[config.mk]
export PLATFORM = sky130hd
export DESIGN_NAME = key_debounce
export DESIGN_NICKNAME = d
export VERILOG_FILES = /design/src/rtl/key_pkg.sv /design/src/rtl/key_debounce_one.sv /design/src/rtl/key_debounce.sv
export SDC_FILE = /design/constraint.sdc
export NUM_CORES = 1
export LEC_CHECK = 0
export BUFFER_PORTS_ARGS = -buffer_cell sky130_fd_sc_hd__buf_2
export CORE_ASPECT_RATIO = 2
export CORE_UTILIZATION = 45
export CTS_BUF_LIST = sky130_fd_sc_hd__clkbuf_16
export CTS_CLUSTER_DIAMETER = 150
export DETAILED_ROUTE_END_ITERATION = 16
export MAX_ROUTING_LAYER = met4
export PLACE_DENSITY_LB_ADDON = 0.08
export SYNTH_ARGS = -nofsm -noshare
export SYNTH_HDL_FRONTEND = slang
export SYNTH_SLANG_ARGS = --single-unit
export TNS_END_PERCENT = 20
[constraint.sdc]
create_clock -name clk -period 2.7 [get_ports clk]
set_input_delay 0.135 -clock clk [delete_from_list [all_inputs] [get_ports clk]]
set_output_delay 0.135 -clock clk [all_outputs]
set_load 0.01 [all_outputs]
[src/rtl/key_pkg.sv]
// Shared definitions for the push-button debouncer.
// Holds the per-key FSM state encoding and the default timing constants
// (50 MHz clock, 20 ms debounce window, 1 s long-press threshold).
package key_pkg;

  typedef enum logic [1:0] {
    IDLE       = 2'd0,
    PRESS_WAIT = 2'd1,
    PRESSED    = 2'd2,
    REL_WAIT   = 2'd3
  } key_fsm_e;

  localparam int CLK_HZ      = 50_000_000;
  localparam int DEBOUNCE_MS = 20;
  localparam int LONG_MS     = 1000;

  localparam int DEF_DEBOUNCE_CYC = (CLK_HZ / 1000) * DEBOUNCE_MS;
  localparam int DEF_LONG_CYC     = (CLK_HZ / 1000) * LONG_MS;

endpackage

[src/rtl/key_debounce_one.sv]
// Single-key debouncer: 2-flop synchronizer, debounce FSM, long-press timer.
// Latency: press/release pulse DEBOUNCE_CYC+2 edges after key_in is first sampled.
// Backpressure: none; event outputs are single-cycle pulses, never held.
// Ports: clk, rst_n (async, active-low), key_in (raw, active-low),
//        key_state (1 = held), key_press / key_release / key_long (pulses).
module key_debounce_one
  import key_pkg::*;
#(
  parameter int DEBOUNCE_CYC = DEF_DEBOUNCE_CYC,  // >= 2
  parameter int LONG_CYC     = DEF_LONG_CYC       // > DEBOUNCE_CYC
) (
  input  logic clk,
  input  logic rst_n,
  input  logic key_in,
  output logic key_state,
  output logic key_press,
  output logic key_release,
  output logic key_long
);

  localparam int DW = $clog2(DEBOUNCE_CYC);
  localparam int LW = $clog2(LONG_CYC);
  localparam logic [DW-1:0] D_LAST = DW'(DEBOUNCE_CYC - 1);
  localparam logic [LW-1:0] L_LAST = LW'(LONG_CYC - 1);
  localparam logic [LW-1:0] L_PRE  = LW'(LONG_CYC - 2);

  // Synchronizer resets to 1 so a held key after reset looks like a fresh press.
  logic sync1, s;
  always_ff @(posedge clk or negedge rst_n) begin
    if (!rst_n) begin
      sync1 <= 1'b1;
      s     <= 1'b1;
    end else begin
      sync1 <= key_in;
      s     <= sync1;
    end
  end

  key_fsm_e      state, state_n;
  logic [DW-1:0] dcnt, dcnt_n;
  logic [LW-1:0] lcnt, lcnt_n;
  logic          press_n, release_n, long_n;

  always_comb begin
    state_n   = state;
    dcnt_n    = dcnt;
    lcnt_n    = lcnt;
    press_n   = 1'b0;
    release_n = 1'b0;
    long_n    = 1'b0;
    case (state)
      IDLE: begin
        if (!s) begin
          state_n = PRESS_WAIT;
          dcnt_n  = '0;
        end
      end
      PRESS_WAIT: begin
        // A bounce back to high wins even on the final count.
        if (s) begin
          state_n = IDLE;
        end else if (dcnt == D_LAST) begin
          state_n = PRESSED;
          press_n = 1'b1;
          lcnt_n  = '0;
        end else begin
          dcnt_n = dcnt + 1'b1;
        end
      end
      PRESSED: begin
        // Saturating hold timer; the pulse marks the single step onto L_LAST.
        if (lcnt != L_LAST) begin
          lcnt_n = lcnt + 1'b1;
          long_n = (lcnt == L_PRE);
        end
        if (s) begin
          state_n = REL_WAIT;
          dcnt_n  = '0;
        end
      end
      REL_WAIT: begin
        // lcnt is frozen here, so key_long can never coincide with key_release.
        if (!s) begin
          state_n = PRESSED;
        end else if (dcnt == D_LAST) begin
          state_n   = IDLE;
          release_n = 1'b1;
        end else begin
          dcnt_n = dcnt + 1'b1;
        end
      end
      default: begin
        state_n = IDLE;
      end
    endcase
  end

  always_ff @(posedge clk or negedge rst_n) begin
    if (!rst_n) begin
      state       <= IDLE;
      dcnt        <= '0;
      lcnt        <= '0;
      key_state   <= 1'b0;
      key_press   <= 1'b0;
      key_release <= 1'b0;
      key_long    <= 1'b0;
    end else begin
      state       <= state_n;
      dcnt        <= dcnt_n;
      lcnt        <= lcnt_n;
      key_state   <= (state_n == PRESSED) || (state_n == REL_WAIT);
      key_press   <= press_n;
      key_release <= release_n;
      key_long    <= long_n;
    end
  end

endmodule

[src/rtl/key_debounce.sv]
// Multi-key debouncer: KEY_W independent key_debounce_one lanes plus any_press.
// Latency: DEBOUNCE_CYC+2 edges from first sample of a key change to its pulse.
// Backpressure: none; pulses are one cycle wide and must be consumed when seen.
// Ports: clk, rst_n (async, active-low), key_in[KEY_W] (active-low pins),
//        key_state / key_press / key_release / key_long [KEY_W], any_press.
module key_debounce
  import key_pkg::*;
#(
  parameter int KEY_W        = 4,
  parameter int DEBOUNCE_CYC = DEF_DEBOUNCE_CYC,
  parameter int LONG_CYC     = DEF_LONG_CYC
) (
  input  logic             clk,
  input  logic             rst_n,
  input  logic [KEY_W-1:0] key_in,
  output logic [KEY_W-1:0] key_state,
  output logic [KEY_W-1:0] key_press,
  output logic [KEY_W-1:0] key_release,
  output logic [KEY_W-1:0] key_long,
  output logic             any_press
);

  for (genvar i = 0; i < KEY_W; i++) begin : g_key
    key_debounce_one #(
      .DEBOUNCE_CYC(DEBOUNCE_CYC),
      .LONG_CYC    (LONG_CYC)
    ) u_key (
      .clk        (clk),
      .rst_n      (rst_n),
      .key_in     (key_in[i]),
      .key_state  (key_state[i]),
      .key_press  (key_press[i]),
      .key_release(key_release[i]),
      .key_long   (key_long[i])
    );
  end

  // OR of registered pulses, so it lines up with key_press in the same cycle.
  assign any_press = |key_press;

endmodule

== Word-level counts from Yosys, hierarchy flattened ==
Cells that the tools add are included.

* Register bits: 216
* Input port bits: 6
* Output and inout port bits: 17
* Logic and storage cells: 217

* Add/subtract/negate cells: 8
* Equal/unequal tests: 56
* Multiplexer cells: 96
* Reduce and logical (&&, ||, !) cells: 21

{| class="wikitable"
|+ Operators by type and width
! operator !! count
|-
| $mux 20 || 20
|-
| $pmux 20 s4 || 4
|-
| $mux 26 || 12
|-
| $pmux 26 s2 || 4
|-
| $add 26x1->26 const B || 4
|-
| $eq 26x26->1 const B || 4
|-
| $ne 26x26->1 const B || 4
|-
| $add 20x1->20 const B || 4
|-
| $eq 20x20->1 const B || 4
|-
| $mux 2 || 24
|-
| $eq 2x2->1 const B || 16
|-
| $ne 2x1->1 const B || 16
|-
| $pmux 2 s4 || 4
|-
| $reduce_and 4->1 || 8
|-
| $mux 1 || 28
|-
| $ne 2x2->1 const B || 8
|-
| $eq 2x1->1 const B || 4
|-
| $logic_not 2->1 || 4
|-
| $reduce_bool 2->1 || 4
|-
| $logic_or 1x1->1 || 4
|-
| $reduce_or 4->1 || 1
|}

== Logic depth before layout (Yosys ltp) ==
* Depth after elaboration: 6
* Gate-level depth with buffers: 8
* Mapped depth without buffers: 6

== Hierarchy ==
A second synthesis with hierarchy kept.

* Cells, all modules: 1,188
* Area total of the unflattened synthesis: 11,529.8 um2

{| class="wikitable"
|+ Modules (own cells, without submodules)
! module !! times used !! cells each !! area each (um2) !! sequential area each (um2)
|-
| key_debounce_one at g_key[1].u_key || 1 || 313 || 3,085.5 || 1,328.8
|-
| key_debounce_one at g_key[3].u_key || 1 || 301 || 2,871.5 || 1,353.8
|-
| key_debounce_one at g_key[2].u_key || 1 || 292 || 2,834.0 || 1,328.8
|-
| key_debounce_one at g_key[0].u_key || 1 || 281 || 2,731.4 || 1,328.8
|-
| key_debounce || 1 || 1 || 7.5 || 0.0
|}

== Worst setup path before layout ==
OpenSTA, ideal clock, no wires.

* Path type: register -> register
* Start: register g_key[1].u_key.dcnt[10]
* End: register g_key[1].u_key.lcnt[6]
* Setup time: 0.137 ns
* Arrival: 2.223 ns
* Data required time: 2.563 ns
* Path slack: 0.340 ns
* Stages on the path, launching flop included: 8
* Path buffers: 2
* Cell sequence: dfrtp_1 -> or4b_1 -> or4_1 -> buf_2 -> or4_4 -> buf_6 -> o211ai_1 -> o31ai_1

* Longest elaborated chain between the ends: 3

{| class="wikitable"
|+ Ends and longest elaborated chain
! what !! RTL line !! RTL
|-
| from (decl) || key_debounce_one.sv:40 || <nowiki>logic [DW-1:0] dcnt, dcnt_n;</nowiki>
|-
| from (signal assigned) || key_debounce_one.sv:109 || <nowiki>dcnt <= dcnt_n;</nowiki>
|-
| $eq 20x20->1 || key_debounce_one.sv:62 || <nowiki>end else if (dcnt == D_LAST) begin</nowiki>
|-
| $ne 2x1->1 (no source line) || -- ||
|-
| $reduce_and 4->1 (no source line) || -- ||
|-
| to (signal assigned) || key_debounce_one.sv:110 || <nowiki>lcnt <= lcnt_n;</nowiki>
|-
| to (decl) || key_debounce_one.sv:41 || <nowiki>logic [LW-1:0] lcnt, lcnt_n;</nowiki>
|}

Every way passes these cells.
A chain may end at the register's enable or synchronous reset.

== Worst setup path in the final report ==
Ends and elaborated chain as after synthesis.

==> summary.md <==
| Metric | Value |
|---|---|
| Setup WS post-layout | 289 ps |
| Cells along the critical path | or4b_1 -> or4_1 -> or4_4 -> o211ai_1 -> o31ai_1 |
| Die H | 225 um |
| Slew Limit Fails | 0 |
| Fin Setup TNS | 0 ps |
| # clock sinks | 216 |
| Power per cell area | 526 nW/um^2 |
| Num rows | 81 |
| Synth cell types | 65 |
| Outcome | completed |
| Most frequent cell after synthesis | dfrtp_1 |
| Crit path from | g_key[1].u_key.dcnt[10]$_DFFE_PN0P_ |
| Pin count of the biggest net entering global routing | 104 |
| CP max stage delay | 580 ps |
| Clock latency on the worst-skew pair | 520 ps |
| Vias in the first global route | 9148 |
| GRT Util Overall | 21.7% |
| Worst Reg-to-Reg Cells | 5 |
| Synth cell count leaders | 208 x dfrtp_1, 136 x nor2_1, 102 x nand2_1, 78 x nand3_1, 71 x xor2_1 |
| Final Hold Viols | 0 |
| Layout Nets | 1246 |
| CP max-delay cell | or4_4 |
| GP Congestion | 0.856 |
| Post-synthesis compound-gate area fraction | 8.95% |
| Full die area | 25600 um^2 |
| Worst path arrival time | 2790 ps |
| Mean Syn Cell Area | 9.37 um^2 |
| DRT Wirelength | 25.5 mm |
| Leakage | 5.36 nW |
| Antenna diode count | 0 |
| Synth Area in XOR/XNOR | 8.27% |
| Crit Reg-Reg Endpoint | g_key[1].u_key.lcnt[6]$_DFFE_PN0P_ |
| Sequential element share of the synthesized area | 48.2% |
| Launch point of the worst reg-to-reg path | g_key[1].u_key.dcnt[10]$_DFFE_PN0P_ |
| Port Buf Inserts | 22 |
| Post-Synthesis Net Count | 1216 |
| H-tree levels | 1 |
| Critical path type | reg2reg |
| Post-Synth Simple-Gate Area | 28.9% |
| RSZ-0062 raised after global routing | false |
| Worst min-delay path category | in2async |
| First-pass iteration count of the detailed router | 4 |
| Ys Warns | 0 |
| Final Cycle Share | 89.3% |
| Antenna violations before repair | 0 |
| Initial Util | 46.0% |
| Synth Flop Type | dfrtp_1 |
| DP HPWL | 18.2 mm |
| Via count | 8951 |
| Max-slew headroom | 24.5% |
| Synth top area share | 46.4% |
| Die Span X | 114 um |
| Worst-path clk slew | 60 ps |
| Min Clock Period, post-route | 2410 ps |
| Post-synthesis register bit count | 216 |
| Largest cells by area after synthesis | dfrtp_1 46%, xor2_1 5.5%, nor2_1 4.5%, nand3_1 3.5%, nand2_1 3.4% |
| Post-cts resize count | 0 |
| First-pass GRT wire length | 43.9 mm |
| CTS tree | done |
| Synth-to-layout area growth | 11.9% |
| Multiplexer share of the synthesized area | 1.01% |
| Vias per cell | 5.68 |
| Startpoint Class | flop |
| Layout cell share with drive strength beyond 1 | 9.65% |
| Cells after synthesis | 1198 |
| Total grt overflow | 0 |
| MaxCap Viol Count | 0 |
| Core area | 24400 um^2 |
| Worst Clk Skew | 12.8 ps |
| Maximum vdd ir drop | 0.546 mV |
| Postcts setup bufs | 0 |
| Cell taking the most area after synthesis | dfrtp_1 |
| EDFF count, synth | 0 |
| Reg2Reg Setup Slack | 290 ps |
| Max clock buf depth | 3 |
| Post-synthesis adder-cell area fraction | 1.34% |
| Clock root buffer | clkbuf_16 |
| CP Capture Point | g_key[1].u_key.lcnt[6]$_DFFE_PN0P_ |
| Num CTS Buffers | 22 |
| Drt drc | 0 |
| Number of top-level pins | 23 |
| Slew @ Worst Pin | 1130 ps |
| FFs w/ async S/R, synth | 100% |
| Iteration-0 DRC Markers | 499 |
| Largest family of logic cells by synthesized area | simple AND/OR/NAND/NOR gates |
| Synthesized area | 11200 um^2 |
| WP data required | 3080 ps |
| Pre-CTS WS | 306 ps |
| Worst Setup End Kind | flop |
| Worst Path Max Fanout | 7 |
| Fmax | 415 MHz |
| Detail Route Antenna Nets | 0 |
| Final setup viols | 0 |
| WL per Instance | 16.2 um |
| Final core utilization | 51.4% |
## flip-flops by register name (all words and copies together), names as in the netlist
| name | count |
|---|---|
| g_key.u_key.lcnt | 104 |
| g_key.u_key.key_release | 4 |
| g_key.u_key.sync1 | 4 |
| g_key.u_key.key_state | 4 |
| g_key.u_key.dcnt | 80 |
| g_key.u_key.state | 8 |
| g_key.u_key.s | 4 |
| g_key.u_key.key_long | 4 |
| g_key.u_key.key_press | 4 |
## what timing repair did
item / CTS / global route
hold buffers: 5 / 0
setup endpoints to repair: 0 / 0
endpoints found under the hold margin: 99 / 0
## per-stage QoR
| stage | hold slack [ps] | power, mW | cell area, um^2 | std cells |
|---|---|---|---|---|
| 3_5_place_dp | 241 | 3.57 | 11800 | 1531 |
| 6_report | 219 | 6.61 | 12600 | 1575 |
| 4_1_cts | 241 | 6.73 | 12600 | 1575 |
| 5_1_grt | 260 | 6.87 | 12600 | 1575 |
| 3_3_place_gp | 236 | 3.56 | 11800 | 1531 |
| 2_1_floorplan | -161 | 3.44 | 11200 | 1198 |
## cells in the final DEF (no fill, tap or decap), types with 24 or more instances in the layout
master	count
xor2_1	71
nand3_1	78
nor2_1	136
or3_1	35
dfrtp_1	208
buf_4	36
xnor2_1	35
a21oi_1	48
nor3_1	35
nor4_1	29
nand2_1	102
inv_1	24
nand4_1	61
o21ai_0	51
and3_1	24
## cell type report
| type | instances | area, um^2 |
|---|---|---|
| repair buffers | 65 | 480 |
| multi-input cells | 901 | 5450 |
| flip-flops and latches | 216 | 5420 |
| inverters | 22 | 82.6 |
| fillers | 2292 | 11900 |
| clock buffers | 23 | 576 |
| clock inverters | 16 | 146 |
| well taps | 332 | 415 |
## routing by layer
layer,wire length [um],vias up,track usage (%)
li1,-,4379,-
met1,9850,4398,22.7
met2,14200,108,41.0
met3,534,66,1.91
met4,908,0,9.21
met5,0,-,-
## power by group
| part | internal (mW) | leakage (nW) | switching (mW) |
|---|---|---|---|
| clock network | 1.82 | 0.363 | 1.28 |
| logic | 0.0605 | 2.03 | 0.126 |
| registers | 3.28 | 2.97 | 0.0450 |
| total | 5.16 | 5.36 | 1.45 |
## worst max-delay path, delay by kind of cell (launching register included)
family | cells | cell delay, ps
AND/OR/NAND/NOR | 3 | 1630
flip-flops | 1 | 450
AO/OA/AOI/OAI | 2 | 210
## worst min path at each step
stage	from	endpoint
4_1_cts	key_in[2]	g_key[2].u_key.sync1$_DFF_PN1_
2_1_floorplan	rst_n	g_key[0].u_key.dcnt[0]$_DFFE_PN0P_
3_5_place_dp	rst_n	g_key[1].u_key.lcnt[20]$_DFFE_PN0P_
3_3_place_gp	rst_n	g_key[1].u_key.lcnt[20]$_DFFE_PN0P_
5_1_grt	key_in[2]	g_key[2].u_key.sync1$_DFF_PN1_
6_report	rst_n	g_key[1].u_key.lcnt[20]$_DFFE_PN0P_
## cell families after synthesis
| family | count (synthesis) |
|---|---|
| simple gates | 606 |
| buf+inv | 81 |
| fa+ha+maj | 12 |
| flops | 216 |
| compound gates | 166 |
| xor+xnor | 106 |
| mux | 11 |
(Power assumes the default switching activity.)
